### src/rtl/hitchhike_pkg.sv
// Shared constants and FSM encoding for the backscatter tag transmit path.
package hitchhike_pkg;

    localparam int WORD_W_DEF = 16;
    localparam int CNT_W_DEF  = 16;

    typedef enum logic [1:0] {
        ST_IDLE  = 2'd0,
        ST_DELAY = 2'd1,
        ST_SHIFT = 2'd2,
        ST_DONE  = 2'd3
    } tx_state_t;

    // States in which the payload holding register may accept a word.
    function automatic logic is_active(input tx_state_t s);
        return (s == ST_DELAY) || (s == ST_SHIFT);
    endfunction

endpackage

### src/rtl/trigger_sync.sv
// Two-flop synchronizer for the RF packet-detect line plus rising-edge detect.
module trigger_sync (
    input  logic clock,
    input  logic reset,
    input  logic trigger_signal,
    output logic trig_rise
);

    logic sync_q1;
    logic sync_q2;
    logic sync_prev;

    always_ff @(posedge clock) begin
        if (!reset) begin
            sync_q1   <= 1'b0;
            sync_q2   <= 1'b0;
            sync_prev <= 1'b0;
        end else begin
            sync_q1   <= trigger_signal;
            sync_q2   <= sync_q1;
            sync_prev <= sync_q2;
        end
    end

    assign trig_rise = sync_q2 & ~sync_prev;

endmodule

### src/rtl/tag_tx_scheduler.sv
// Tag transmit scheduler: waits a hold-off after a detected packet, then
// shifts payload words out MSB first at a programmable bit rate.
//
// state    | meaning
// ---------+-------------------------------------------------------------
// ST_IDLE  | waiting for a trigger edge; holding register kept empty
// ST_DELAY | hold-off countdown; first payload word may be loaded
// ST_SHIFT | bits driven on bit_out, RF switch enabled
// ST_DONE  | one-cycle completion pulse
module tag_tx_scheduler
    import hitchhike_pkg::*;
#(
    parameter int WORD_W = WORD_W_DEF,
    parameter int CNT_W  = CNT_W_DEF
) (
    input  logic              clock,
    input  logic              reset,
    input  logic              trigger_signal,
    input  logic [CNT_W-1:0]  cfg_delay,
    input  logic [CNT_W-1:0]  cfg_len,
    input  logic [7:0]        cfg_rate_div,
    input  logic [WORD_W-1:0] data_word,
    input  logic              data_valid,
    output logic              data_ready,
    output logic              bit_out,
    output logic              switch_en,
    output logic              busy,
    output logic              done,
    output logic              underrun,
    output logic              missed_trigger
);

    localparam int WB_W = $clog2(WORD_W + 1);

    tx_state_t         state;
    tx_state_t         state_nxt;
    logic              trig_rise;

    logic [CNT_W-1:0]  tmr;
    logic [CNT_W-1:0]  bits_left;
    logic [7:0]        rate_lat;
    logic [WB_W-1:0]   wbits_left;
    logic [WORD_W-1:0] hold_word;
    logic              hold_valid;
    logic [WORD_W-1:0] shreg;

    logic              ld_cfg;
    logic              tmr_dec;
    logic              tmr_reload;
    logic              ld_word;
    logic              sh_bit;
    logic              bit_adv;
    logic              take_word;

    trigger_sync u_trigger_sync (
        .clock          (clock),
        .reset          (reset),
        .trigger_signal (trigger_signal),
        .trig_rise      (trig_rise)
    );

    always_ff @(posedge clock) begin
        if (!reset) begin
            state <= ST_IDLE;
        end else begin
            state <= state_nxt;
        end
    end

    always_comb begin
        state_nxt      = state;
        ld_cfg         = 1'b0;
        tmr_dec        = 1'b0;
        tmr_reload     = 1'b0;
        ld_word        = 1'b0;
        sh_bit         = 1'b0;
        bit_adv        = 1'b0;
        underrun       = 1'b0;
        missed_trigger = 1'b0;
        case (state)
            ST_IDLE: begin
                if (trig_rise) begin
                    ld_cfg    = 1'b1;
                    state_nxt = ST_DELAY;
                end
            end
            ST_DELAY: begin
                missed_trigger = trig_rise;
                if (tmr != '0) begin
                    tmr_dec = 1'b1;
                end else if (bits_left == '0) begin
                    state_nxt = ST_DONE;
                end else if (hold_valid) begin
                    ld_word    = 1'b1;
                    tmr_reload = 1'b1;
                    state_nxt  = ST_SHIFT;
                end else begin
                    underrun  = 1'b1;
                    state_nxt = ST_IDLE;
                end
            end
            ST_SHIFT: begin
                missed_trigger = trig_rise;
                if (tmr != '0) begin
                    tmr_dec = 1'b1;
                end else begin
                    // End of a bit period: finish, refill at a word boundary, or shift.
                    bit_adv = 1'b1;
                    if (bits_left == CNT_W'(1)) begin
                        state_nxt = ST_DONE;
                    end else if (wbits_left == WB_W'(1)) begin
                        if (hold_valid) begin
                            ld_word    = 1'b1;
                            tmr_reload = 1'b1;
                        end else begin
                            underrun  = 1'b1;
                            state_nxt = ST_IDLE;
                        end
                    end else begin
                        sh_bit     = 1'b1;
                        tmr_reload = 1'b1;
                    end
                end
            end
            ST_DONE: begin
                missed_trigger = trig_rise;
                state_nxt      = ST_IDLE;
            end
            default: begin
                state_nxt = ST_IDLE;
            end
        endcase
    end

    assign busy       = (state != ST_IDLE);
    assign switch_en  = (state == ST_SHIFT);
    assign bit_out    = switch_en & shreg[WORD_W-1];
    assign done       = (state == ST_DONE);
    assign data_ready = is_active(state) & ~hold_valid;
    assign take_word  = data_valid & data_ready;

    // One shared down-counter times the hold-off, then each bit period.
    always_ff @(posedge clock) begin
        if (!reset) begin
            tmr       <= '0;
            bits_left <= '0;
            rate_lat  <= '0;
        end else begin
            if (ld_cfg) begin
                tmr       <= cfg_delay;
                bits_left <= cfg_len;
                rate_lat  <= cfg_rate_div;
            end else begin
                if (tmr_reload) begin
                    tmr <= CNT_W'(rate_lat);
                end else if (tmr_dec) begin
                    tmr <= tmr - CNT_W'(1);
                end
                if (bit_adv) begin
                    bits_left <= bits_left - CNT_W'(1);
                end
            end
        end
    end

    always_ff @(posedge clock) begin
        if (!reset) begin
            hold_word  <= '0;
            hold_valid <= 1'b0;
        end else if (state == ST_IDLE) begin
            hold_word  <= '0;
            hold_valid <= 1'b0;
        end else if (take_word) begin
            hold_word  <= data_word;
            hold_valid <= 1'b1;
        end else if (ld_word) begin
            hold_valid <= 1'b0;
        end
    end

    always_ff @(posedge clock) begin
        if (!reset) begin
            shreg      <= '0;
            wbits_left <= '0;
        end else if (ld_word) begin
            shreg      <= hold_word;
            wbits_left <= WB_W'(WORD_W);
        end else if (sh_bit) begin
            shreg      <= shreg << 1;
            wbits_left <= wbits_left - WB_W'(1);
        end
    end

endmodule

### config.mk
export PLATFORM = sky130hd
export DESIGN_NAME = tag_tx_scheduler
export DESIGN_NICKNAME = d
export VERILOG_FILES = /design/src/rtl/hitchhike_pkg.sv /design/src/rtl/trigger_sync.sv /design/src/rtl/tag_tx_scheduler.sv
export SDC_FILE = /design/constraint.sdc
export NUM_CORES = 1
export LEC_CHECK = 0
export CORE_ASPECT_RATIO = 2
export CORE_MARGIN = 2
export CORE_UTILIZATION = 30
export DETAILED_ROUTE_END_ITERATION = 8
export GPL_ROUTABILITY_DRIVEN = 0
export PLACE_DENSITY = 0.52
export SYNTH_ARGS = -nofsm -noshare
export SYNTH_HDL_FRONTEND = slang
export SYNTH_SLANG_ARGS = --single-unit
### constraint.sdc
create_clock -name clock -period 3.28 [get_ports clock]
set_input_delay 0.492 -clock clock [delete_from_list [all_inputs] [get_ports clock]]
set_output_delay 0.492 -clock clock [all_outputs]
set_load 0.01 [all_outputs]
==> results.py <==
metrics = {
    "run_status": {
        "outcome": "complete, no violations",
    },
    "sta": {
        "worst_pin_slew_ns": 0.844,
        "post-route-period-util": 0.949,
        "fin_skew_ns": 0.00985,
        "rsz0062_at_grt": "no",
        "hold_viol_final": 0,
        "slew_headroom": 0.434,
        "setup_violations": 0,
        "post-route-min-period_ns": 3.11,
        "worst_slack_ns": 0.166,
        "slew_viol_final": 0,
        "fmax_ghz": 0.321,
        "fin_tns_setup_ns": 0,
    },
    "run": {
        "drv_cap": 0,
    },
    "power_and_ir_drop": {
        "p_leak_nw": 2.01,
        "powerDensity_nw_per_um2": 624,
        "ir_worst_vdd_uv": 246,
    },
    "routing": {
        "wirelength_um": 11300,
        "post-route-drc-count": 0,
        "post_drt_wl_per_cell_um": 14.5,
        "num_vias": 3911,
        "drtIter0Drc": 248,
        "dr.pass1.iters": 4,
        "via_per_inst": 5.01,
        "ant_nets": 0,
    },
    "clocking": {
        "clock_path_buffers": 2,
        "numClockSinks": 83,
        "cts_tree": "built",
        "numCtsBuffers": 9,
        "path_clk_slew_ns": 0.06,
        "cts_root_buf": "clkbuf_16",
        "htreeDepth": 3,
        "ctsHoldBuffers": 0,
        "clk-insertion-delay-late_ns": 0.34,
    },
    "yosys": {
        "yosysMostFrequentCell": "dfxtp_1",
        "synth.area.top_cells": "dfxtp_1, nand2_1, a21oi_1",
        "yosys_warnings": 0,
        "synth_top_cell_by_area": "dfxtp_1",
        "ys_types": 57,
        "synth.top_cell.area_share": 0.393,
        "synth_edf_count": 0,
        "syn_inst": 525,
        "syn-num-nets": 596,
        "synth_seq_area_share": 0.393,
        "ys.flop_type": "dfxtp_1",
        "yosys-top-cells-count": "dfxtp_1, nand2_1, a21oi_1",
        "syn-cell-area_um2": 4230,
        "async_flop_share": 0,
        "syn_area_per_cell_um2": 8.06,
        "synth-seq-cells": 83,
    },
    "floorplan": {
        "die_w_um": 88.0,
        "die_area_um2": 15100,
        "die_h_um": 172,
        "core.rowCount": 61,
        "start_util": 0.306,
        "floorplan.io_pins": 67,
        "coreArea_um2": 13800,
    },
    "critical_path": {
        "worstReg2RegEnd": "tmr[8]",
        "reg2reg_depth": 8,
        "worstSetupPathType": "register to output port",
        "cp_data_arrival_time_ns": 2.62,
        "critPathCapture": "underrun",
        "cp-startpoint": "tmr[6]",
        "worstPathRequired_ns": 2.79,
        "r2r_slack_ns": 0.61,
        "cp-end-kind": "output port",
        "start_kind": "register",
        "critical_path.max_fanout": 7,
        "worstReg2RegStart": "state[0]",
    },
    "placement": {
        "numPortBuffers": 66,
        "dp.cells": 763,
        "place_ws_ns": 0.355,
        "hpwl_um": 8300,
    },
    "global_route": {
        "grt.overflow.total": 0,
        "first_global_vias": 3793,
        "grt_max_degree": 35,
        "grtUsageTotal": 0.153,
        "grt_pass1_wl_um": 18000,
        "antenna_found_initial": 0,
    },
    "cells_and_area": {
        "instances_no_fill": 780,
        "syn2layout_area_growth_pct": 28.1,
        "num_antenna_cells": 0,
        "nNetsFinal": 657,
        "drive_gt1_frac": 0.0660,
    },
    "worst_hold_path": {
        "hp-class": "register to register",
    },
}
[layout by cell type, fill, tap and decap left out, types with 14 or more instances in the layout]
| cell type | n |
|---|---|
| a211oi_1 | 20 |
| dfxtp_1 | 83 |
| o21ai_0 | 35 |
| buf_4 | 14 |
| nor2_1 | 39 |
| clkdlybuf4s50_1 | 66 |
| a21oi_1 | 50 |
| nand3_1 | 21 |
| mux2i_1 | 16 |
| nand2_1 | 80 |
[stage by stage]
step | hold WS, ns | instance area, µm² | power (mW) | utilization
after floorplan | 0.412 | 4230 | 1.93 | -
after global placement | 0.432 | 5090 | 2.31 | 0.369
after detailed placement | 0.430 | 5090 | 2.32 | 0.369
after CTS | 0.447 | 5400 | 3.38 | 0.391
after global routing | 0.466 | 5420 | 3.59 | 0.392
final | 0.443 | 5420 | 3.38 | 0.392
[logic make-up after synthesis]
family / Yosys count / share of synthesized area
DFF: 83 / 0.393
xor gates and xnor gates: 24 / 0.0497
buffers and inverters: 44 / 0.0435
AOI/OAI and AO/OA: 137 / 0.201
adders and majority gates: 11 / 0.0325
muxes: 16 / 0.0379
and+or+nand+nor: 210 / 0.243
[per-layer routing]
| metal | global-route usage | part of all wire |
|---|---|---|
| met4 | 0.0662 | 0.022 |
| met2 | 0.285 | 0.55 |
| met5 | 0 | 0 |
| met3 | 0.0253 | 0.030 |
| met1 | 0.164 | 0.40 |
[worst max-delay path: stages (launching register included)]
cell and delay [ns]:
dfxtp_1 0.37, or4_4 0.61, nor3_4 0.26, nand2_1 0.12
nor4_2 0.24, buf_4 0.16, clkdlybuf4s50_1 0.52
[repair_timing]
action / 4_1_cts / 5_1_grt
pin swaps: 0 / 1
setup buffers: 0 / 1
endpoints found under the setup margin: 1 / 1
gates resized for setup: 1 / 2
cloned: 0 / 0
[worst min-delay path by stage]
stage	startpoint	to	slack (ns)	cells past startpoint
after floorplan	u_trigger_sync.sync_q1	u_trigger_sync.sync_q2	0.41	1
after global placement	u_trigger_sync.sync_q1	u_trigger_sync.sync_q2	0.43	1
after detailed placement	u_trigger_sync.sync_q1	u_trigger_sync.sync_q2	0.43	1
after CTS	u_trigger_sync.sync_q1	u_trigger_sync.sync_q2	0.45	1
after global routing	u_trigger_sync.sync_q1	u_trigger_sync.sync_q2	0.47	1
final	u_trigger_sync.sync_q1	u_trigger_sync.sync_q2	0.44	1
[layout make-up]
type / instances / area (µm²)
Clock buffer: 10 / 229
Clock inverter: 6 / 71.3
Fill cell: 1465 / 8400
Inverter: 14 / 52.6
Multi-Input combinational cell: 398 / 2400
Sequential cell: 83 / 1660
Tap cell: 189 / 236
Timing Repair Buffer: 80 / 766
[power by group]
group          total, mW  internal, mW  switching, mW
Clock               1.03         0.598          0.428
Sequential          1.21          1.10          0.109
Combinational       1.15         0.490          0.656
[registers in the layout (all words and copies together), names as in the netlist]
name                      count
bits_left                    16
hold_valid                    1
hold_word                    16
rate_lat                      8
shreg                        16
state                         2
tmr                          16
u_trigger_sync.sync_prev      1
u_trigger_sync.sync_q1        1
u_trigger_sync.sync_q2        1
wbits_left                    5
(Power assumes the default switching activity.)
